## src/rtl/pipe_hazard_ctrl_if.sv

```systemverilog
// rtl/pipe_hazard_ctrl_if.sv - hazard-flag inputs, pipeline controls and counters for pipe_hazard_ctrl
interface pipe_hazard_ctrl_if #(
   parameter int CNT_W = 32
);
   // hazard detector / EX-stage inputs
   logic             stall;
   logic             alu_a_ex;
   logic             alu_a_mem;
   logic             alu_b_ex;
   logic             alu_b_mem;
   logic             rt_ex;
   logic             rt_mem;
   logic             src1_ex;
   logic             src1_mem;
   logic             branch_taken;
   logic             halt;
   logic             go;

   // pipeline controls
   logic             pc_en;
   logic             ifid_en;
   logic             ifid_flush;
   logic             idex_flush;
   logic [1:0]       fwd_a_sel;
   logic [1:0]       fwd_b_sel;
   logic [1:0]       fwd_rt_sel;
   logic [1:0]       fwd_s1_sel;

   // status and performance counters
   logic             halted;
   logic             stall_err;
   logic [CNT_W-1:0] cycle_cnt;
   logic [CNT_W-1:0] stall_cnt;
   logic [CNT_W-1:0] flush_cnt;

   modport master (
      output stall, alu_a_ex, alu_a_mem, alu_b_ex, alu_b_mem,
             rt_ex, rt_mem, src1_ex, src1_mem, branch_taken, halt, go,
      input  pc_en, ifid_en, ifid_flush, idex_flush,
             fwd_a_sel, fwd_b_sel, fwd_rt_sel, fwd_s1_sel,
             halted, stall_err, cycle_cnt, stall_cnt, flush_cnt
   );

   modport slave (
      input  stall, alu_a_ex, alu_a_mem, alu_b_ex, alu_b_mem,
             rt_ex, rt_mem, src1_ex, src1_mem, branch_taken, halt, go,
      output pc_en, ifid_en, ifid_flush, idex_flush,
             fwd_a_sel, fwd_b_sel, fwd_rt_sel, fwd_s1_sel,
             halted, stall_err, cycle_cnt, stall_cnt, flush_cnt
   );
endinterface

```

## src/rtl/pipe_hazard_ctrl.sv

```systemverilog
// rtl/pipe_hazard_ctrl.sv - pipeline stall/flush/forwarding control with RUN/HALT sequencer and counters
module pipe_hazard_ctrl #(
   parameter int CNT_W     = 32,
   parameter int MAX_STALL = 4
) (
   input  logic             clk,
   input  logic             rst,
   pipe_hazard_ctrl_if.slave bus
);

   typedef enum logic {
      RUN  = 1'b0,
      HALT = 1'b1
   } state_t;

   // run-length counter only needs to reach MAX_STALL+1, where it parks
   localparam int              RL_W    = $clog2(MAX_STALL + 2);
   localparam logic [RL_W-1:0] RL_TRIP = RL_W'(MAX_STALL + 1);
   localparam logic [RL_W-1:0] RL_PRE  = RL_W'(MAX_STALL);
   localparam logic [CNT_W-1:0] CNT_MAX = '1;

   state_t           state;
   state_t           state_nxt;
   logic             pc_en;
   logic             ifid_en;
   logic             ifid_flush;
   logic             idex_flush;
   logic             running;
   logic             stall_run;
   logic [1:0]       fwd_a_sel;
   logic [1:0]       fwd_b_sel;
   logic [1:0]       fwd_rt_sel;
   logic [1:0]       fwd_s1_sel;
   logic             stall_err;
   logic [RL_W-1:0]  run_len;
   logic [CNT_W-1:0] cycle_cnt;
   logic [CNT_W-1:0] stall_cnt;
   logic [CNT_W-1:0] flush_cnt;

   // EX result is newer than MEM/WB, so it wins when both match
   function automatic logic [1:0] pick_src(input logic ex_hit, input logic mem_hit);
      if (ex_hit)
         return 2'b01;
      else if (mem_hit)
         return 2'b10;
      else
         return 2'b00;
   endfunction

   // sequencer state register
   always_ff @(posedge clk or posedge rst) begin
      if (rst)
         state <= RUN;
      else
         state <= state_nxt;
   end

   // next state and same-cycle pipeline controls
   always_comb begin
      state_nxt  = state;
      pc_en      = 1'b0;
      ifid_en    = 1'b0;
      ifid_flush = 1'b0;
      idex_flush = 1'b0;
      case (state)
         RUN: begin
            if (bus.branch_taken) begin
               pc_en      = 1'b1;
               ifid_en    = 1'b1;
               ifid_flush = 1'b1;
               idex_flush = 1'b1;
            end else if (bus.stall) begin
               idex_flush = 1'b1;
            end else begin
               pc_en   = 1'b1;
               ifid_en = 1'b1;
            end
            if (bus.halt)
               state_nxt = HALT;
         end
         HALT: begin
            if (bus.go)
               state_nxt = RUN;
         end
         default: state_nxt = RUN;
      endcase
   end

   assign running   = (state == RUN);
   assign stall_run = running && bus.stall && !bus.branch_taken;

   // forwarding selects for the instruction entering EX; a bubble forwards nothing
   always_ff @(posedge clk or posedge rst) begin
      if (rst) begin
         fwd_a_sel  <= 2'b00;
         fwd_b_sel  <= 2'b00;
         fwd_rt_sel <= 2'b00;
         fwd_s1_sel <= 2'b00;
      end else if (running) begin
         if (idex_flush) begin
            fwd_a_sel  <= 2'b00;
            fwd_b_sel  <= 2'b00;
            fwd_rt_sel <= 2'b00;
            fwd_s1_sel <= 2'b00;
         end else begin
            fwd_a_sel  <= pick_src(bus.alu_a_ex, bus.alu_a_mem);
            fwd_b_sel  <= pick_src(bus.alu_b_ex, bus.alu_b_mem);
            fwd_rt_sel <= pick_src(bus.rt_ex, bus.rt_mem);
            fwd_s1_sel <= pick_src(bus.src1_ex, bus.src1_mem);
         end
      end
   end

   // stall watchdog: consecutive stall cycles, sticky error once the limit is exceeded
   always_ff @(posedge clk or posedge rst) begin
      if (rst) begin
         run_len   <= '0;
         stall_err <= 1'b0;
      end else if (stall_run) begin
         if (run_len != RL_TRIP)
            run_len <= run_len + 1'b1;
         if (run_len >= RL_PRE)
            stall_err <= 1'b1;
      end else begin
         run_len <= '0;
      end
   end

   // saturating performance counters, frozen while halted
   always_ff @(posedge clk or posedge rst) begin
      if (rst) begin
         cycle_cnt <= '0;
         stall_cnt <= '0;
         flush_cnt <= '0;
      end else if (running) begin
         if (cycle_cnt != CNT_MAX)
            cycle_cnt <= cycle_cnt + 1'b1;
         if (bus.branch_taken) begin
            if (flush_cnt != CNT_MAX)
               flush_cnt <= flush_cnt + 1'b1;
         end else if (bus.stall) begin
            if (stall_cnt != CNT_MAX)
               stall_cnt <= stall_cnt + 1'b1;
         end
      end
   end

   assign bus.pc_en      = pc_en;
   assign bus.ifid_en    = ifid_en;
   assign bus.ifid_flush = ifid_flush;
   assign bus.idex_flush = idex_flush;
   assign bus.fwd_a_sel  = fwd_a_sel;
   assign bus.fwd_b_sel  = fwd_b_sel;
   assign bus.fwd_rt_sel = fwd_rt_sel;
   assign bus.fwd_s1_sel = fwd_s1_sel;
   assign bus.halted     = (state == HALT);
   assign bus.stall_err  = stall_err;
   assign bus.cycle_cnt  = cycle_cnt;
   assign bus.stall_cnt  = stall_cnt;
   assign bus.flush_cnt  = flush_cnt;

endmodule

```

## src/flat_wrapper.sv

```systemverilog
// flat-port wrapper written by rule: the top's interface ports become plain ports
module pipe_hazard_ctrl_flat 
#(
   parameter int CNT_W     = 32,
   parameter int MAX_STALL = 4
)
  (clk, rst, bus_stall, bus_alu_a_ex, bus_alu_a_mem, bus_alu_b_ex, bus_alu_b_mem, bus_rt_ex, bus_rt_mem, bus_src1_ex, bus_src1_mem, bus_branch_taken, bus_halt, bus_go, bus_pc_en, bus_ifid_en, bus_ifid_flush, bus_idex_flush, bus_fwd_a_sel, bus_fwd_b_sel, bus_fwd_rt_sel, bus_fwd_s1_sel, bus_halted, bus_stall_err, bus_cycle_cnt, bus_stall_cnt, bus_flush_cnt);
  pipe_hazard_ctrl_if #(.CNT_W(CNT_W)) bus_i ();
  input  logic clk;
  input  logic rst;
  input wire logic [$bits(bus_i.stall)-1:0] bus_stall;
  input wire logic [$bits(bus_i.alu_a_ex)-1:0] bus_alu_a_ex;
  input wire logic [$bits(bus_i.alu_a_mem)-1:0] bus_alu_a_mem;
  input wire logic [$bits(bus_i.alu_b_ex)-1:0] bus_alu_b_ex;
  input wire logic [$bits(bus_i.alu_b_mem)-1:0] bus_alu_b_mem;
  input wire logic [$bits(bus_i.rt_ex)-1:0] bus_rt_ex;
  input wire logic [$bits(bus_i.rt_mem)-1:0] bus_rt_mem;
  input wire logic [$bits(bus_i.src1_ex)-1:0] bus_src1_ex;
  input wire logic [$bits(bus_i.src1_mem)-1:0] bus_src1_mem;
  input wire logic [$bits(bus_i.branch_taken)-1:0] bus_branch_taken;
  input wire logic [$bits(bus_i.halt)-1:0] bus_halt;
  input wire logic [$bits(bus_i.go)-1:0] bus_go;
  output wire logic [$bits(bus_i.pc_en)-1:0] bus_pc_en;
  output wire logic [$bits(bus_i.ifid_en)-1:0] bus_ifid_en;
  output wire logic [$bits(bus_i.ifid_flush)-1:0] bus_ifid_flush;
  output wire logic [$bits(bus_i.idex_flush)-1:0] bus_idex_flush;
  output wire logic [$bits(bus_i.fwd_a_sel)-1:0] bus_fwd_a_sel;
  output wire logic [$bits(bus_i.fwd_b_sel)-1:0] bus_fwd_b_sel;
  output wire logic [$bits(bus_i.fwd_rt_sel)-1:0] bus_fwd_rt_sel;
  output wire logic [$bits(bus_i.fwd_s1_sel)-1:0] bus_fwd_s1_sel;
  output wire logic [$bits(bus_i.halted)-1:0] bus_halted;
  output wire logic [$bits(bus_i.stall_err)-1:0] bus_stall_err;
  output wire logic [$bits(bus_i.cycle_cnt)-1:0] bus_cycle_cnt;
  output wire logic [$bits(bus_i.stall_cnt)-1:0] bus_stall_cnt;
  output wire logic [$bits(bus_i.flush_cnt)-1:0] bus_flush_cnt;
  assign bus_i.stall = bus_stall;
  assign bus_i.alu_a_ex = bus_alu_a_ex;
  assign bus_i.alu_a_mem = bus_alu_a_mem;
  assign bus_i.alu_b_ex = bus_alu_b_ex;
  assign bus_i.alu_b_mem = bus_alu_b_mem;
  assign bus_i.rt_ex = bus_rt_ex;
  assign bus_i.rt_mem = bus_rt_mem;
  assign bus_i.src1_ex = bus_src1_ex;
  assign bus_i.src1_mem = bus_src1_mem;
  assign bus_i.branch_taken = bus_branch_taken;
  assign bus_i.halt = bus_halt;
  assign bus_i.go = bus_go;
  assign bus_pc_en = bus_i.pc_en;
  assign bus_ifid_en = bus_i.ifid_en;
  assign bus_ifid_flush = bus_i.ifid_flush;
  assign bus_idex_flush = bus_i.idex_flush;
  assign bus_fwd_a_sel = bus_i.fwd_a_sel;
  assign bus_fwd_b_sel = bus_i.fwd_b_sel;
  assign bus_fwd_rt_sel = bus_i.fwd_rt_sel;
  assign bus_fwd_s1_sel = bus_i.fwd_s1_sel;
  assign bus_halted = bus_i.halted;
  assign bus_stall_err = bus_i.stall_err;
  assign bus_cycle_cnt = bus_i.cycle_cnt;
  assign bus_stall_cnt = bus_i.stall_cnt;
  assign bus_flush_cnt = bus_i.flush_cnt;
  pipe_hazard_ctrl #(.CNT_W(CNT_W), .MAX_STALL(MAX_STALL)) u_core (.clk(clk), .rst(rst), .bus(bus_i));
endmodule
```

## config.mk

```make
export PLATFORM = sky130hd
export DESIGN_NAME = pipe_hazard_ctrl_flat
export DESIGN_NICKNAME = d
export VERILOG_FILES = /design/src/rtl/pipe_hazard_ctrl_if.sv /design/src/rtl/pipe_hazard_ctrl.sv /design/src/flat_wrapper.sv
export SDC_FILE = /design/constraint.sdc
export NUM_CORES = 1
export LEC_CHECK = 0
export CORE_ASPECT_RATIO = 1.1
export CORE_UTILIZATION = 34
export CTS_CLUSTER_SIZE = 20
export DETAILED_ROUTE_END_ITERATION = 12
export HOLD_SLACK_MARGIN = 0.08
export PLACE_DENSITY = 0.59
export RECOVER_POWER = 100
export SLEW_MARGIN = 30
export SYNTH_ARGS = -nofsm -noshare
export SYNTH_HDL_FRONTEND = slang
export SYNTH_SLANG_ARGS = --single-unit
```

## constraint.sdc

```tcl
create_clock -name clk -period 3.93 [get_ports clk]
set_clock_uncertainty 0.15 [all_clocks]
set_input_delay 0.786 -clock clk [delete_from_list [all_inputs] [get_ports clk]]
set_output_delay 0.786 -clock clk [all_outputs]
set_load 0.02 [all_outputs]
```

==> key figures <==
Status
  • Outcome: finished with violations
  • Failing checks: max-capacitance violations, max-slew violations

Clock network
  • H-tree Lvls: 3
  • Setup Buffers After CTS: 0
  • CTS Root Cell: clkbuf_16
  • Clk_lat worst skew: ~0.35 ns
  • Sink Count: ~110
  • CTS tree: yes
  • CTS Buffer Depth: 2
  • # resized after CTS: 0
  • CTS buffer count: 9
  • Hold buffers post-CTS: 0
  • CTS clk-pin slew, worst paths: roughly 0.070 ns

Logic synthesis
  • Largest cells by area after synthesis: dfrtp_1 52%, xnor2_1 8.0%, xor2_1 7.2%
  • Flops & latches, synth: 109
  • Post-Syn Instances: between 400 and 500
  • Sequential share of the synthesized area: 0.520
  • Post-synth top area share: 0.520
  • Syn Area/Cell: between 10 and 15 um2
  • Synth area leader: dfrtp_1
  • Asr flop ratio synth: 1.00
  • Post-synthesis net count: approximately 500
  • Post-synth EDFFs: 0
  • Yosys cell types: 55
  • Post-Synthesis Cell Area: 5240 um2
  • Synth Flop Type: dfrtp_1
  • Ys Warns: 0

Timing
  • Period utilization: 0.887
  • Max-slew violations: 65
  • Min Tclk post-route: around 3.5 ns
  • Tightest Pin Transition: 2.21 ns
  • Max Clock Freq: around 0.29 GHz
  • Hold Fails Final Rpt: 0
  • Unrepaired setup endpoints after global routing: no
  • Final setup violation count: 0
  • Setup TNS: 0 ns
  • Worst slew margin: -0.478

Critical path
  • Data arrival time of the critical path: ~2.6 ns
  • Slowest cell on the critical path: dlygate4sd3_1
  • Reg2Reg Depth: 5
  • Critical-path maximum fanout: 9
  • CP startpoint kind: input port
  • Crit. End Element: primary output
  • Critical path type: in -> out
  • Max incr delay on CP: ~0.66 ns
  • Largest delay share family, worst path: buffers and inverters
  • Worst path bufs/invs: 3
  • Worst path cell trace: dlygate4sd3_1 > nor2_1 > clkbuf_1 > nor2_1 > dlygate4sd3_1
  • Worst path required time: between 2 and 3 ns
  • Crit. path cell count: 5

Cells and area
  • Fin cells: around 810
  • Fillers: approximately 1500
  • Area grow syn2layout: 32.7%
  • Layout cells sized above 1: 0.0437
  • Commonest non-fill, non-tap cell in the layout: dlygate4sd3_1
  • Core Util, Final: 0.462
  • Most frequent cells in the layout: 113 x dlygate4sd3_1, 109 x dfrtp_1, 48 x xnor2_1, 43 x xor2_1, 39 x nand2_1
  • Nets@finish: about 630
  • ANT cells: 0
  • Final instance area: 6960 um2

Floorplanning
  • Initial Util: 0.348
  • Chip width: about 120 um
  • Die footprint: between 15000 and 20000 um2
  • Core area: 15100 um2
  • Die Y: about 130 um
  • Ports: about 120
  • Row count: 47

Place
  • Inst Count DP: 798
  • Final Wtd Congestion: between 0.8 and 0.9
  • Port bufs: roughly 120
  • Post-DP HPWL: ~9000 um
  • Post-DP Area: ~6700 um2

Pwr
  • Internal power: approximately 2.0 mW
  • Switching Share: 0.306
  • Gate power share: 0.195
  • Static leakage: roughly 3.3 nW
  • Clk pwr share: 0.326
  • Worst vdd ir: ~0.19 mV
  • Reg power frac: 0.480
  • Sw power: slightly below 0.9 mW
  • Pwr dens: between 400 and 500 nW/um2

Routing
  • Number of detailed-route iterations in the first pass: 4
  • Wirelength per Cell: around 15 um
  • Initial DRC Count: 306
  • DR vias: around 4200
  • ANT nets after route: 0
  • Via/cell ratio: around 5.2
  • Drc violations: 0
  • Drt total wl: 12600 um

Worst hold path
  • Hold path depth: 1
  • Hold Path Class: reg -> reg

GRT
  • GR Util All Layers: 0.165
  • Largest net degree at the start of global routing: 58
  • Initial antenna violation count: 0
  • Vias in the first global route: a little over 4000
  • Global route overflow: 0
  • First-pass GRT wire length: between 20000 and 25000 um

Flow run
  • Max_cap viols: 2
stage by stage:
step	total power, mW	hold WS [ns]	worst slack (ns)
floorplan	1.69	0.345	0.120
global placement	1.98	0.294	0.670
detailed placement	1.99	0.301	0.638
CTS	2.93	0.315	0.636
global route	2.98	0.331	0.306
finish	2.85	0.304	0.444
power groups by stage:
stage | Sequential, mW | Combinational [mW] | Clock, mW
2_1_floorplan | 1.48 | 0.211 | 0
3_3_place_gp | 1.39 | 0.597 | 0
3_5_place_dp | 1.39 | 0.601 | 0
4_1_cts | 1.37 | 0.603 | 0.954
5_1_grt | 1.39 | 0.599 | 0.991
6_report | 1.36 | 0.554 | 0.928
Yosys cell counts (2+ instances only):
cell type  number
dfrtp_1       109
xnor2_1        48
xor2_1         43
nand2_1        38
nand3_1        38
nor2_1         32
nand4_1        27
nor3_1         24
and3_1         15
inv_1          12
and4_1         11
nor4_1          9
clkbuf_1        6
and2_1          5
ha_1            5
o21ai_0         5
a32o_1          4
nor3b_1         4
a211oi_1        3
a21oi_1         3
a31oi_1         3
and4_2          2
buf_2           2
mux2_2          2
nor4_2          2
nor4b_1         2
o31ai_1         2
or3_1           2
worst paths after layout:
kind,endpoint,startpoint,slack [ns]
worst max-delay path,bus_idex_flush,bus_branch_taken,0.44
worst min register to register,u_core.bus.stall_err$_DFFE_PP0P_,u_core.bus.stall_err$_DFFE_PP0P_,0.30
worst max register to register,u_core.bus.stall_cnt[27]$_DFFE_PP0P_,u_core.bus.stall_cnt[25]$_DFFE_PP0P_,0.91
min in group asynchronous,u_core.bus.flush_cnt[16]$_DFFE_PP0P_,rst,1.48
worst min-delay path,u_core.bus.stall_err$_DFFE_PP0P_,u_core.bus.stall_err$_DFFE_PP0P_,0.30
max in group asynchronous,u_core.bus.stall_cnt[30]$_DFFE_PP0P_,rst,0.86
area by class of cell:
type                            instances  area, um2  share of cell area
Clock inverter                          7       73.8              0.0106
Timing Repair Buffer                  126       1260               0.181
Tap cell                              196        245              0.0353
Multi-Input combinational cell        355       2380               0.342
Sequential cell                       109       2730               0.392
Inverter                               12       45.0             0.00647
Clock buffer                            9        225              0.0324
flip-flops by register name (all words and copies together) (netlist names):
register               flops
u_core.bus.fwd_s1_sel      2
u_core.bus.fwd_b_sel       2
u_core.bus.flush_cnt      32
u_core.bus.fwd_rt_sel      2
u_core.bus.stall_cnt      32
u_core.bus.halted          1
u_core.bus.stall_err       1
u_core.bus.cycle_cnt      32
u_core.bus.fwd_a_sel       2
u_core.run_len             3
cell families after synthesis:
family | synth area share
AOI/OAI and AO/OA | 0.0432
and+or+nand+nor | 0.247
muxes | 0.00907
adders and majority gates | 0.0119
xor gates and xnor gates | 0.152
DFF | 0.520
buffers and inverters | 0.0162
metal layers:
layer	GRT usage	routed length [um]	vias to the layer above
met2	0.270	6050	131
met1	0.218	5720	2065
li1	-	-	2006
met5	0	0	-
met4	0.0700	236	0
met3	0.0242	570	16
Note: power is estimated with default switching activity, not from simulation.
